File: src/rtl/seq_detect_sched.sv
// Round-robin front end that shares one serial 1-bit sequence detector between two
// word requesters, shifting each word MSB-first and returning its saturated match count.
module seq_detect_sched #(
    parameter int WIDTH = 8,
    parameter int CNT_W = 4
) (
    input  logic             clk,
    input  logic             rst,
    input  logic             req0_valid,
    input  logic [WIDTH-1:0] req0_data,
    output logic             req0_ready,
    input  logic             req1_valid,
    input  logic [WIDTH-1:0] req1_data,
    output logic             req1_ready,
    output logic             det_rst_n,
    output logic             det_data_in,
    input  logic             det_data_out,
    output logic             resp_valid,
    output logic             resp_id,
    output logic [CNT_W-1:0] resp_count,
    input  logic             resp_ready,
    output logic             busy
);
    localparam int               BIT_W    = (WIDTH > 1) ? $clog2(WIDTH) : 1;
    localparam logic [BIT_W-1:0] LAST_BIT = BIT_W'(WIDTH - 1);
    localparam logic [CNT_W-1:0] CNT_MAX  = '1;

    typedef enum logic [1:0] {
        IDLE,
        SHIFT,
        DRAIN,
        RESP
    } state_t;

    state_t state;
    state_t state_next;

    logic [WIDTH-1:0] shift_reg;
    logic [BIT_W-1:0] bit_cnt;
    logic [CNT_W-1:0] count;
    logic             id;
    logic             last_grant;

    logic grant0;
    logic grant1;
    logic take;
    logic sample;

    // last_grant = 1 means req1 was served last, so req0 wins the next tie.
    always_comb begin
        grant0 = req0_valid && (!req1_valid || last_grant);
        grant1 = req1_valid && (!req0_valid || !last_grant);
        take   = (state == IDLE) && (grant0 || grant1);
        // The flag seen in the first SHIFT cycle is the post-reset value, not a result.
        sample = ((state == SHIFT) && (bit_cnt != '0)) || (state == DRAIN);
    end

    // NOTE: sequential state uses non-blocking assignments so every register samples pre-edge values.
    always_ff @(posedge clk) begin
        if (rst) begin
            state <= IDLE;
        end else begin
            state <= state_next;
        end
    end

    // NOTE: every combinational output gets a default first so no path can infer a latch.
    always_comb begin
        state_next = state;
        unique case (state)
            IDLE:  if (take) state_next = SHIFT;
            SHIFT: if (bit_cnt == LAST_BIT) state_next = DRAIN;
            DRAIN: state_next = RESP;
            RESP:  if (resp_ready) state_next = IDLE;
        endcase
    end

    always_ff @(posedge clk) begin
        if (rst) begin
            shift_reg  <= '0;
            bit_cnt    <= '0;
            count      <= '0;
            id         <= 1'b0;
            last_grant <= 1'b1;
        end else begin
            if (take) begin
                shift_reg  <= grant1 ? req1_data : req0_data;
                bit_cnt    <= '0;
                count      <= '0;
                id         <= grant1;
                last_grant <= grant1;
            end
            if (state == SHIFT) begin
                shift_reg <= {shift_reg[WIDTH-2:0], 1'b0};
                bit_cnt   <= bit_cnt + 1'b1;
            end
            if (sample && det_data_out && (count != CNT_MAX)) begin
                count <= count + 1'b1;
            end
        end
    end

    // The detector is held in reset outside SHIFT/DRAIN so words never share a match.
    always_comb begin
        req0_ready  = 1'b0;
        req1_ready  = 1'b0;
        det_rst_n   = 1'b0;
        det_data_in = 1'b0;
        resp_valid  = 1'b0;
        busy        = (state != IDLE);
        unique case (state)
            IDLE: begin
                req0_ready = grant0;
                req1_ready = grant1;
            end
            SHIFT: begin
                det_rst_n   = 1'b1;
                det_data_in = shift_reg[WIDTH-1];
            end
            DRAIN: det_rst_n = 1'b1;
            RESP:  resp_valid = 1'b1;
        endcase
    end

    assign resp_id    = id;
    assign resp_count = count;

endmodule

File: config.mk
export PLATFORM = sky130hd
export DESIGN_NAME = seq_detect_sched
export DESIGN_NICKNAME = d
export VERILOG_FILES = /design/src/rtl/seq_detect_sched.sv
export SDC_FILE = /design/constraint.sdc
export NUM_CORES = 1
export LEC_CHECK = 0
export ABC_AREA = 1
export BUFFER_PORTS_ARGS = -buffer_cell sky130_fd_sc_hd__buf_2
export CORE_UTILIZATION = 50
export CTS_CLUSTER_SIZE = 12
export DETAILED_ROUTE_END_ITERATION = 8
export GPL_TIMING_DRIVEN = 0
export PLACE_DENSITY = 0.78
export SETUP_SLACK_MARGIN = 0.15
export SLEW_MARGIN = 10
export SYNTH_ARGS = -nofsm -noshare
export SYNTH_HDL_FRONTEND = slang
export SYNTH_SLANG_ARGS = --single-unit
File: constraint.sdc
create_clock -name clk -period 1.7 [get_ports clk]
set_input_delay 0.085 -clock clk [delete_from_list [all_inputs] [get_ports clk]]
set_output_delay 0.085 -clock clk [all_outputs]
set_load 0.005 [all_outputs]
==> flow_summary.yaml <==
run_status:
  outcome: "complete, no violations"
clock_tree:
  ctsResizeCount: 0
  clock_latency_ps: 300
  ctsHoldBuffers: 0
  clock-sinks: 19
  clock_path_buffers: 2
  cts_tree: "done"
  cts_buffers: 3
  cts_setup_buffers: 0
  clk_pin_slew_ps: 110
  htree_levels: 1
  clockRootBuffer: "clkbuf_4"
worst_setup_path:
  cp.arrival_ps: 1650
  critPathKind: "reg2reg"
  cp_max_fo: 10
  crit_path_end_kind: "flip-flop"
  start_kind: "flip-flop"
  required_ps: 1890
  rrSetupSlack_ps: 250
power:
  clkPwrFrac: 0.124
  max-vdd-ir-drop_mv: 0.837
  power_uw: 1850
  share_seq_of_total_power: 0.357
  internal_power_uw: 1040
  sw_frac_of_total: 0.437
  p_sw_uw: 809
  p_comb_frac: 0.520
  power_density_mw_per_mm2: 1390
  leakagePower_uw: 0.000655
global_route:
  met1_usage: 0.246
  grt_busiest_layer: "met2"
  grt_first_pass_wirelength_microns: 4240
  grtUsageMet2: 0.431
  grt_max_degree: 11
  grt_util_met3: 0.0440
  antenna_found_initial: 0
  grtUsageTotal: 0.229
  overflow: 0
  grt_pass1_vias: 1095
sta:
  fmax_mhz: 688
  worstMarginPinSlew_ps: 468
  fin_crit_sh: 0.855
  rsz0062_at_grt: "no"
  hold_violations: 0
  slew-limit-headroom: 0.688
  setup-violations-final: 0
  fin_crit_ps: 1450
  tns_ps: 0
  final.setup_skew_ps: 3.42
  drv_slew: 0
route:
  antenna_left: 0
  vias: 1138
  drt_iter0_markers: 15
  firstDrtPassIters: 4
  drc: 0
  drt-total-wl_microns: 2500
  routedWlPerCell_microns: 11.3
  vias_per_cell: 5.15
synth:
  synth_top_family_by_area: "simple AND/OR/NAND/NOR gates"
  synth.distinct_cells: 23
  synth.avg_cell_area_sq_um: 6.91
  synth_fa_ha_area_frac: 0.0916
  ys_warn_count: 0
  syn_nets: 188
  synth_mux_area_frac: 0
  synth_compound_area_frac: 0.192
  syn_inst: 158
  ys_seq_area_frac: 0.348
  synthSimpleGateAreaFrac: 0.242
  synth-xor-area-share: 0
  synth-seq-cells: 19
  syn_area_sq_mm: 0.00109
final_layout:
  multiInputGateArea_sq_um: 582
  diodes: 0
  fill_cells: 193
  seq_area_sq_um: 383
  largest_reg_flops: 8
  drive_gt1_frac: 0.263
  fin_area_sq_mm: 0.00133
  syn_to_final_growth_pct: 21.6
  layout.nets: 225
floorplanning:
  rows: 16
  die_area_sq_mm: 0.00238
  die_w_microns: 48.7
  pin_count: 33
  core_sq_mm: 0.00200
  die_h_microns: 48.7
  start_util: 0.546
flow_run:
  drv_cap: 0
place:
  dpl_cell_area_sq_mm: 0.00129
  gp_congestion: 0.803
  place_hpwl_microns: 1920
  numPortBuffers: 32
min_path:
  hold_path_class: "in2reg"
-- power groups by stage --
stage | Clock, uW | Sequential (uW) | Combinational [uW]
detailed placement | 0 | 663 | 923
CTS | 231 | 653 | 926
finish | 229 | 660 | 962
global route | 252 | 681 | 1100
global placement | 0 | 655 | 883
floorplan | 0 | 645 | 669
-- layout by cell type (no fill, tap or decap), types with 3 or more instances in the layout --
master / instances
inv_2: 4
o211ai_1: 6
nand2_2: 3
nand3_1: 11
clkbuf_4: 3
ha_1: 8
dfxtp_1: 17
inv_1: 27
nor2_1: 9
o21ai_1: 5
nand4_1: 3
buf_2: 33
nand2_1: 28
o21ai_0: 6
a21oi_1: 16
-- cell usage after synthesis --
cell      count  share of area
a21oi_1      16          0.073
a31oi_1       2          0.011
buf_2         2         0.0092
buf_4         1         0.0069
clkbuf_1      1         0.0034
dfxtp_1      19           0.35
ha_1          8          0.092
inv_1        27          0.093
inv_2         4          0.014
nand2_1      29           0.10
nand2_2       2          0.011
nand3_1      11          0.050
nand3_2       1         0.0092
nand3b_1      1         0.0069
nand4_1       3          0.017
nor2_1        9          0.031
nor2_2        1         0.0057
nor3_1        1         0.0046
o211ai_1      6          0.041
o21ai_0       6          0.027
o21ai_1       5          0.023
o21ai_2       2          0.016
or2_1         1         0.0057
-- critical path, stage by stage (launching register included) --
cell and delay, ps:
dfxtp_2 360, inv_1 70, ha_1 200, inv_2 160
or2_1 140, nand3b_1 150, nor3_1 200, nor2_1 70
-- final cells by class --
cell class / instances / area share
tap: 27 / 0.0254
timing repair buffer: 32 / 0.121
clock buffer: 4 / 0.0198
sequential: 19 / 0.288
multi-input combinational: 104 / 0.438
inverter: 31 / 0.0876
buffer: 4 / 0.0207
-- stage by stage --
stage	cells	util	hold WS (ps)	setup slack [ps]
finish	221	0.664	37.1	247
global route	221	0.664	40.5	165
CTS	221	0.656	39.3	162
detailed placement	217	0.643	343	189
global placement	217	0.643	339	247
floorplan	158	-	235	395
-- cell families (layout without fill, tap and decap cells) --
family                   Yosys count  in the layout
AO/OA/AOI/OAI                     37             37
AND/OR/NAND/NOR                   59             59
adder cells (fa/ha/maj)            8              8
buffers and inverters             35             71
flip-flops                        19             19
-- final timing paths --
path,end,cells after the start,from
worst min-delay path,shift_reg[0]$_SDFFE_PP0P_,3,req0_data[0]
worst min register to register,resp_id$_SDFFE_PP0P_,2,resp_id$_SDFFE_PP0P_
worst max register to register,state[0]$_SDFFE_PP0P_,7,state[1]$_SDFFE_PP0P_
worst max-delay path,state[0]$_SDFFE_PP0P_,7,state[1]$_SDFFE_PP0P_
-- layer usage --
layer  routed length [microns]  share of wire  vias up
met3                        87          0.035        6
met1                      1070           0.43      518
li1                          -              -      588
met5                         0              0        -
met2                      1310           0.53       26
met4                        25          0.010        0
(Power assumes the default switching activity.)
